File: config.mk
export PLATFORM = sky130hd
export DESIGN_NAME = multi_ch_clk_gate_ctrl
export DESIGN_NICKNAME = d
export VERILOG_FILES = /design/src/rtl/multi_ch_clk_gate_ctrl_pkg.sv /design/src/rtl/clk_gate_cell.sv /design/src/rtl/multi_ch_clk_gate_ctrl.sv
export SDC_FILE = /design/constraint.sdc
export NUM_CORES = 1
export LEC_CHECK = 0
export ABC_AREA = 1
export CAP_MARGIN = 20
export CELL_PAD_IN_SITES_DETAIL_PLACEMENT = 1
export CELL_PAD_IN_SITES_GLOBAL_PLACEMENT = 1
export CORE_ASPECT_RATIO = 0.8
export CORE_MARGIN = 2
export CORE_UTILIZATION = 48
export DETAILED_ROUTE_END_ITERATION = 12
export PLACE_DENSITY_LB_ADDON = 0.08
export SYNTH_ARGS = -nofsm -noshare
export SYNTH_HDL_FRONTEND = slang
export SYNTH_SLANG_ARGS = --single-unit
File: constraint.sdc
create_clock -name HCLK -period 4 [get_ports HCLK]
set_input_delay 1 -clock HCLK [delete_from_list [all_inputs] [get_ports HCLK]]
set_output_delay 1 -clock HCLK [all_outputs]
set_load 0.005 [all_outputs]
File: src/rtl/multi_ch_clk_gate_ctrl_pkg.sv
// Shared types and parameter checks for the multi-channel clock-gating controller.
package multi_ch_clk_gate_ctrl_pkg;

  // Per-channel FSM encoding
  typedef enum logic [1:0] {
    StOff   = 2'b00,
    StWake  = 2'b01,
    StRun   = 2'b10,
    StGated = 2'b11
  } ch_state_e;

  localparam int unsigned MaxNumCh     = 16;
  localparam int unsigned MaxWakeDelay = 15;
  localparam int unsigned MaxIdleCntW  = 32;
  // Wide enough to hold MaxWakeDelay - 1
  localparam int unsigned WakeCntW     = 4;

  // True when the instance parameters are within their supported ranges
  function automatic bit params_ok(input int unsigned num_ch,
                                   input int unsigned idle_cnt_w,
                                   input int unsigned wake_delay);
    return (num_ch >= 1) && (num_ch <= MaxNumCh) &&
           (idle_cnt_w >= 1) && (idle_cnt_w <= MaxIdleCntW) &&
           (wake_delay >= 1) && (wake_delay <= MaxWakeDelay);
  endfunction

endpackage

File: src/rtl/clk_gate_cell.sv
// Latch-based glitch-free clock gate; stands in for the library ICG cell.
module clk_gate_cell (
  input  logic CLK,
  input  logic CLKEN,
  input  logic TESTMODE,
  output logic CLKOUT
);

  logic en_l;

  // Enable is captured only while CLK is low, so it cannot change during a high phase
  always_latch begin
    if (!CLK) en_l <= CLKEN | TESTMODE;
  end

  assign CLKOUT = CLK & en_l;

endmodule

File: src/rtl/multi_ch_clk_gate_ctrl.sv
// Multi-channel clock-gating controller: per-channel enable, idle auto-gating and
// request-driven wake with a four-phase acknowledge.
module multi_ch_clk_gate_ctrl
  import multi_ch_clk_gate_ctrl_pkg::*;
#(
  parameter int unsigned NUM_CH     = 4,
  parameter int unsigned IDLE_CNT_W = 8,
  parameter int unsigned WAKE_DELAY = 2
) (
  input  logic                  HCLK,
  input  logic                  HRESETn,
  input  logic                  TESTMODE,
  input  logic [NUM_CH-1:0]     CH_ENABLE,
  input  logic [NUM_CH-1:0]     CH_ACTIVE,
  input  logic [IDLE_CNT_W-1:0] IDLE_LIMIT,
  input  logic [NUM_CH-1:0]     CH_WAKE_REQ,
  output logic [NUM_CH-1:0]     CH_WAKE_ACK,
  output logic [NUM_CH-1:0]     CH_GATED,
  output logic [NUM_CH-1:0]     GCLK
);

  if (!params_ok(NUM_CH, IDLE_CNT_W, WAKE_DELAY)) begin : g_param_err
    $error("multi_ch_clk_gate_ctrl: parameter out of range");
  end

  localparam logic [WakeCntW-1:0] WakeLast = WakeCntW'(WAKE_DELAY - 1);

  for (genvar i = 0; i < NUM_CH; i++) begin : g_ch
    ch_state_e             state_q, state_d;
    logic [WakeCntW-1:0]   wake_cnt_q, wake_cnt_d;
    logic [IDLE_CNT_W-1:0] idle_cnt_q, idle_cnt_d;
    logic [IDLE_CNT_W-1:0] idle_inc;
    logic                  clken_q, clken_d;
    logic                  gated_q, gated_d;
    logic                  ack_q, ack_d;
    logic                  busy;

    assign busy     = CH_ACTIVE[i] | CH_WAKE_REQ[i];
    // Saturating increment so a long idle stretch never wraps back below the limit
    assign idle_inc = (&idle_cnt_q) ? idle_cnt_q : idle_cnt_q + IDLE_CNT_W'(1);

    // State and registered outputs
    always_ff @(posedge HCLK or negedge HRESETn) begin
      if (!HRESETn) begin
        state_q    <= StOff;
        wake_cnt_q <= '0;
        idle_cnt_q <= '0;
        clken_q    <= 1'b0;
        gated_q    <= 1'b1;
        ack_q      <= 1'b0;
      end else begin
        state_q    <= state_d;
        wake_cnt_q <= wake_cnt_d;
        idle_cnt_q <= idle_cnt_d;
        clken_q    <= clken_d;
        gated_q    <= gated_d;
        ack_q      <= ack_d;
      end
    end

    // Next state and counters; a dropped enable overrides everything
    always_comb begin
      state_d    = state_q;
      wake_cnt_d = wake_cnt_q;
      idle_cnt_d = idle_cnt_q;
      if (!CH_ENABLE[i]) begin
        state_d    = StOff;
        wake_cnt_d = '0;
        idle_cnt_d = '0;
      end else begin
        unique case (state_q)
          StOff: begin
            state_d    = StWake;
            wake_cnt_d = '0;
          end
          StWake: begin
            if (wake_cnt_q == WakeLast) begin
              state_d    = StRun;
              wake_cnt_d = '0;
              idle_cnt_d = '0;
            end else begin
              wake_cnt_d = wake_cnt_q + WakeCntW'(1);
            end
          end
          StRun: begin
            if (busy) begin
              idle_cnt_d = '0;
            end else begin
              idle_cnt_d = idle_inc;
              // Gate on the edge that samples the IDLE_LIMIT-th idle cycle
              if ((IDLE_LIMIT != '0) && (idle_inc >= IDLE_LIMIT)) state_d = StGated;
            end
          end
          StGated: begin
            if (busy) begin
              state_d    = StWake;
              wake_cnt_d = '0;
              idle_cnt_d = '0;
            end
          end
        endcase
      end
    end

    // Registered outputs derived from the next state
    always_comb begin
      clken_d = (state_d == StWake) || (state_d == StRun);
      gated_d = !clken_d;
      ack_d   = ack_q;
      if ((state_d == StOff) || !CH_WAKE_REQ[i]) begin
        ack_d = 1'b0;
      end else if (state_q == StRun) begin
        ack_d = 1'b1;
      end
    end

    assign CH_WAKE_ACK[i] = ack_q;
    assign CH_GATED[i]    = gated_q;

    clk_gate_cell u_cg (
      .CLK      (HCLK),
      .CLKEN    (clken_q),
      .TESTMODE (TESTMODE),
      .CLKOUT   (GCLK[i])
    );
  end

endmodule

==> flow_summary.ini, run 1 <==
[worst_hold_path]
worstHoldStart = g_ch[1].wake_cnt_q[2]$_DFFE_PN0P_
hold_end = g_ch[1].wake_cnt_q[2]$_DFFE_PN0P_
min_path_type = reg -> reg
whs_path_depth = 1

[power]
powerDensity_nw_per_um2 = 368
leakage_nw = 2.90
max-vdd-ir-drop_v = 0.000212

[timing]
hold_viol = 0
tightestPinTransition_ns = 0.673
setup_violations = 8
setup_slack_ns = -0.0599
holdWs_ns = 0.489
fin_skew_ns = 0.00571
slew_viol_final = 0
max_slew_margin_pct = 55.1
rsz0062_at_grt = true

[critical_path]
start_kind = latch
cp-end-kind = primary output
path_max_fanout = 1
critPathTopFamily = latches
critPathSlowestCell = dlxtn_1
slowest_delay_ns = 0.39
cp_num_buf_inv = 2
crit_type = latch -> out
path_cells = nand2_1 > inv_1 > buf_2
worstRegToRegCells = 16
worstPathArrival_ns = 3.06
cp_data_required_time_ns = 3.00
reg2reg_slack_ns = 0.85
crit-reg2reg-launch = g_ch[2].idle_cnt_q[1]$_DFFE_PN0P_
r2r-end = g_ch[2].clken_q$_DFF_PN0_

[final_layout]
n_antenna_cell = 0
area_delta_synth_final_pct = 17.2
num-fill-cells = 1202
mostFrequentLayoutCells = 115 x nand2_1, 108 x inv_1, 64 x dfrtp_1
final_common_cell = nand2_1
nets = 720
seq_area_sq_um = 1770
drive_above_1_share_pct = 10.4
final_util_pct = 58.2
multi_input_area_sq_um = 2490

[clocking]
cts.clk_slew.worst_paths_ns = 0.06
tritoncts = built
cts_setup_buffers = 0
postCtsHoldBufs = 0
clock_latency_ns = 0.44

[route]
viasPerCell = 5.31
post_drt_wl_per_cell_microns = 16.5
antenna_left = 0
drt-total-wl_microns = 13000
drtPass1Iterations = 4
num_vias = 4179
drt_iter0_drc = 100
drc_errors = 0

[floorplanning]
row_count = 32
dieHeight_microns = 93.5
die_area_sq_um = 10800
io_pins = 35
start_util_pct = 49.6
core_area_sq_um = 9690
die_w_microns = 116

[yosys]
yosys-top-cells-area = dfrtp_1 33%, ha_1 14%, nand2_1 9.1%
syn_nets = 682
yosysTopAreaCell = dfrtp_1
netlist_area_sq_um = 4810
ys_types = 44
synth-main-ff-cell = dfrtp_1
synth_top_area_share_pct = 33.3
ys_async_sr_fraction_pct = 94.4
synth_edf_count = 0
ys.warnings.count = 0
synth_seq_cells = 72
syn_avg_cell_area_sq_um = 7.92
synthCells = 607

[placed_design]
dpl.hpwl_microns = 9650
port_buffers = 34
gp_congestion = 0.809

[status]
failed_checks = negative setup slack
outcome = complete, but fails checks

[global_route]
grt_overflow = 0
grt_pass1_vias = 4705
antenna_found_initial = 0
track_usage_pct = 26.1
grt_start_max_net_pins = 46
grt_first_pass_wirelength_microns = 21700

[job]
cap_violations = 0
-- power by group --
part | internal, W | leakage [nW] | switching, W
Sequential | 0.000745 | 0.950 | 0.0000184
Combinational | 0.0000735 | 1.71 | 0.000118
Clock | 0.000702 | 0.245 | 0.000419
Total | 0.00152 | 2.90 | 0.000555
-- state kept, by name, summed over array words and instances, names as in the netlist --
name             count
g_ch.idle_cnt_q     32
g_ch.wake_cnt_q     16
g_ch.state_q         8
g_ch.ack_q           4
g_ch.clken_q         4
g_ch.gated_q         4
g_ch.u_cg.en_l       4
-- metrics by stage --
stage	instances	total power, W	setup slack [ns]	TNS [ns]	area (sq um)
floorplan	607	0.000950	0.458	0	4810
global placement	766	0.00104	0.0704	0	5250
detailed placement	766	0.00105	0.0475	0	5250
CTS	787	0.00208	-0.0895	-0.285	5630
global route	787	0.00216	-0.101	-0.352	5640
finish	787	0.00207	-0.0599	-0.196	5640
-- per-layer routing --
| layer | track usage [%] | wire length [microns] | part of all wire [%] | up-vias |
|---|---|---|---|---|
| li1 | - | - | - | 2046 |
| met4 | 8.73 | 155 | 1.2 | 0 |
| met3 | 6.55 | 387 | 3.0 | 14 |
| met2 | 47.0 | 6680 | 51 | 53 |
| met5 | 0 | 0 | 0 | - |
| met1 | 30.0 | 5790 | 45 | 2066 |
-- logic make-up after synthesis --
group,count (synthesis),share of synthesized area [%]
AND/OR/NAND/NOR,226,21.7
buffers and inverters,135,11.5
AO/OA/AOI/OAI,101,12.5
flip-flops,68,35.5
adder cells (fa/ha/maj),52,13.5
XOR/XNOR,20,3.80
latches,4,1.25
multiplexers,1,0.208
-- Yosys cell counts (all sizes together) (8+ instances only) --
| cell type | count |
|---|---|
| inv | 122 |
| nor3 | 15 |
| o22ai | 12 |
| nand2 | 117 |
| nand4 | 14 |
| nand3 | 35 |
| buf | 13 |
| ha | 52 |
| o21a | 8 |
| a21oi | 27 |
| dfrtp | 64 |
| nor2 | 38 |
| o21ai | 41 |
| xor2 | 17 |
-- worst max path at each step --
stage / from / end / slack (ns) / cells past startpoint
3_3_place_gp: g_ch[2].u_cg.en_l$_DLATCH_N_ / GCLK[2] / 0.07 / 3
4_1_cts: g_ch[1].u_cg.en_l$_DLATCH_N_ / GCLK[1] / -0.09 / 3
2_1_floorplan: g_ch[1].u_cg.en_l$_DLATCH_N_ / GCLK[1] / 0.46 / 3
5_1_grt: g_ch[1].u_cg.en_l$_DLATCH_N_ / GCLK[1] / -0.10 / 3
6_report: g_ch[1].u_cg.en_l$_DLATCH_N_ / GCLK[1] / -0.06 / 3
3_5_place_dp: g_ch[3].u_cg.en_l$_DLATCH_N_ / GCLK[3] / 0.05 / 3
-- worst register-to-register path: stages, from the launching register on --
cell and delay, ns:
dfrtp_1 0.39, ha_1 0.19, nand3_1 0.15, nor3_2 0.23
nand2_2 0.17, nand2_1 0.12, xor2_1 0.26, inv_1 0.08
ha_1 0.27, nand2_1 0.06, o21ai_0 0.22, nand2_1 0.10
nand3_1 0.11, nand2_1 0.06, a21oi_1 0.21, inv_2 0.05
ha_1 0.32
-- layout make-up --
type	instances	share of cell area, %
clock buffer	18	6.30
clock inverter	11	1.51
tap	136	3.02
multi-input combinational	400	44.2
timing repair buffer	32	5.73
inverter	118	7.86
sequential	72	31.4
-- repair_timing --
action,4_1_cts,5_1_grt
pin swaps,3,0
endpoints found under the setup margin,8,8
gates resized for setup,17,3
Power figures use the tool's default switching activity.
==> run 2, diff against run 1 <==
--- a/config.mk
+++ b/config.mk
@@ -9,7 +9,7 @@
 export CAP_MARGIN = 20
 export CELL_PAD_IN_SITES_DETAIL_PLACEMENT = 1
 export CELL_PAD_IN_SITES_GLOBAL_PLACEMENT = 1
-export CORE_ASPECT_RATIO = 0.8
+export CORE_ASPECT_RATIO = 1.4
 export CORE_MARGIN = 2
 export CORE_UTILIZATION = 48
 export DETAILED_ROUTE_END_ITERATION = 12
==> run 2 against run 1 <==
Against the previous run:
- the run still ends with negative setup slack left
- register-to-register slack improved by 0.11 ns
- core utilization fell by 1.1 points
- global-route usage is 1.9 points lower
- non-clock buffer count did not move
- largest cell class unchanged
- highest routed layer unchanged
==> flow_summary.ini, run 2 (same netlist as run 1, synthesis figures left out) <==
[placed_design]
port_buffers = 34
gp_congestion = 0.797
dpl.hpwl_microns = 8930
dp_cells = 765
placed_area_sq_um = 5250

[critical_path]
critPathTopFamily = latches
path_cells = nand2_2 > inv_2 > buf_6
cp_num_buf_inv = 2
cp_data_required_time_ns = 3.00
crit-reg2reg-launch = g_ch[2].idle_cnt_q[1]$_DFFE_PN0P_
worstPathArrival_ns = 3.07
start_kind = latch
slowest_delay_ns = 0.40
reg2reg_slack_ns = 0.96
r2r-end = g_ch[2].gated_q$_DFF_PN1_
path_max_fanout = 1
cp-end-kind = primary output
crit_type = latch -> out
critPathSlowestCell = dlxtn_2
worstRegToRegCells = 17

[clocking]
clock_latency_ns = 0.46
cts_setup_buffers = 0
postCtsHoldBufs = 0
cts.clk_slew.worst_paths_ns = 0.06
tritoncts = built

[timing]
fin_tns_setup_ns = -0.258
holdWs_ns = 0.490
rsz0062_at_grt = true
setup_slack_ns = -0.0716
slew_viol_final = 0
hold_viol = 0
tightestPinTransition_ns = 0.788
setup_violations = 8
max_slew_margin_pct = 47.4
fin_skew_ns = 0.00612

[global_route]
grt_start_max_net_pins = 38
track_usage_pct = 24.1
grt_pass1_vias = 4496
antenna_found_initial = 0
grt_first_pass_wirelength_microns = 20100
grt_overflow = 0

[floorplanning]
row_count = 43
start_util_pct = 48.8
dieHeight_microns = 122
core_area_sq_um = 9850
die_w_microns = 88.6
die_area_sq_um = 10800
io_pins = 35

[power]
max-vdd-ir-drop_v = 0.000222
powerDensity_nw_per_um2 = 356
leakage_nw = 2.90

[final_layout]
fin_cells = 786
drive_above_1_share_pct = 11.2
area_delta_synth_final_pct = 16.8
nets = 720
largest_register_ffs = 32
final_common_cell = nand2_1
design_area_sq_um = 5620
regMostFlops = g_ch.idle_cnt_q
n_antenna_cell = 0
mostFrequentLayoutCells = 113 x nand2_1, 107 x inv_1, 64 x dfrtp_1
reg_top3 = g_ch.idle_cnt_q: 32 flops, g_ch.wake_cnt_q: 16 flops, g_ch.state_q: 8 flops
num-fill-cells = 1233

[route]
post_drt_wl_per_cell_microns = 14.9
drt_iter0_drc = 95
drt-total-wl_microns = 11700
antenna_left = 0
drc_errors = 0
viasPerCell = 5.26
drtPass1Iterations = 4
num_vias = 4136

[status]
outcome = complete, but fails checks
failed_checks = negative setup slack

[worst_hold_path]
min_path_type = reg -> reg
worstHoldStart = g_ch[1].wake_cnt_q[2]$_DFFE_PN0P_
whs_path_depth = 1
hold_end = g_ch[1].wake_cnt_q[2]$_DFFE_PN0P_

[job]
cap_violations = 0
-- run 2: metal layers --
layer	track usage [%]	share of wire [%]
met3	5.04	2.2
met2	42.6	54
met5	0	0
met4	12.8	2.6
met1	26.7	42
-- run 2: stage by stage --
| step | utilization, % | worst slack [ns] | power [W] |
|---|---|---|---|
| 6_report | 57.1 | -0.0716 | 0.00200 |
| 5_1_grt | 57.1 | -0.122 | 0.00211 |
| 3_5_place_dp | 53.3 | 0.0559 | 0.00105 |
| 2_1_floorplan | - | 0.458 | 0.000950 |
| 3_3_place_gp | 53.3 | 0.0695 | 0.00104 |
| 4_1_cts | 56.8 | -0.104 | 0.00200 |
-- run 2: area by class of cell --
type	count	area [sq um]	share of cell area [%]
inverters	118	443	7.88
clock buffers	19	365	6.50
clock inverters	10	50.0	0.891
multi-input cells	400	2500	44.5
well taps	135	169	3.01
flip-flops and latches	72	1770	31.5
repair buffers	32	323	5.75
-- run 2: repair_timing --
item,4_1_cts,5_1_grt
endpoints found under the hold margin,0,0
setup endpoints to repair,8,8
gates resized for setup,17,9
pin swaps,3,1
-- run 2: power breakdown --
group          switching (W)  internal (W)
combinational       0.000112     0.0000727
clock               0.000408      0.000646
sequential         0.0000184      0.000746
total               0.000539       0.00146
-- run 2: worst max path at each step --
stage / startpoint / end / slack (ns) / depth (start not counted)
global placement: g_ch[2].u_cg.en_l$_DLATCH_N_ / GCLK[2] / 0.07 / 3
global route: g_ch[2].u_cg.en_l$_DLATCH_N_ / GCLK[2] / -0.12 / 3
detailed placement: g_ch[2].u_cg.en_l$_DLATCH_N_ / GCLK[2] / 0.06 / 3
floorplan: g_ch[1].u_cg.en_l$_DLATCH_N_ / GCLK[1] / 0.46 / 3
finish: g_ch[3].u_cg.en_l$_DLATCH_N_ / GCLK[3] / -0.07 / 3
CTS: g_ch[3].u_cg.en_l$_DLATCH_N_ / GCLK[3] / -0.10 / 3
-- run 2: worst reg2reg max path, cell delays in order (launching register included) --
cell and delay (ns):
dfrtp_1 0.38, ha_1 0.18, nand3_1 0.15, nor3_2 0.24, nand2_2 0.18, nand2_1 0.12
xor2_1 0.24, inv_1 0.07, ha_1 0.27, nand2_1 0.04, nor2_1 0.13, nand4_1 0.10
nand3_1 0.16, nand2_1 0.07, a21oi_1 0.20, inv_2 0.05, ha_1 0.30, inv_1 0.07
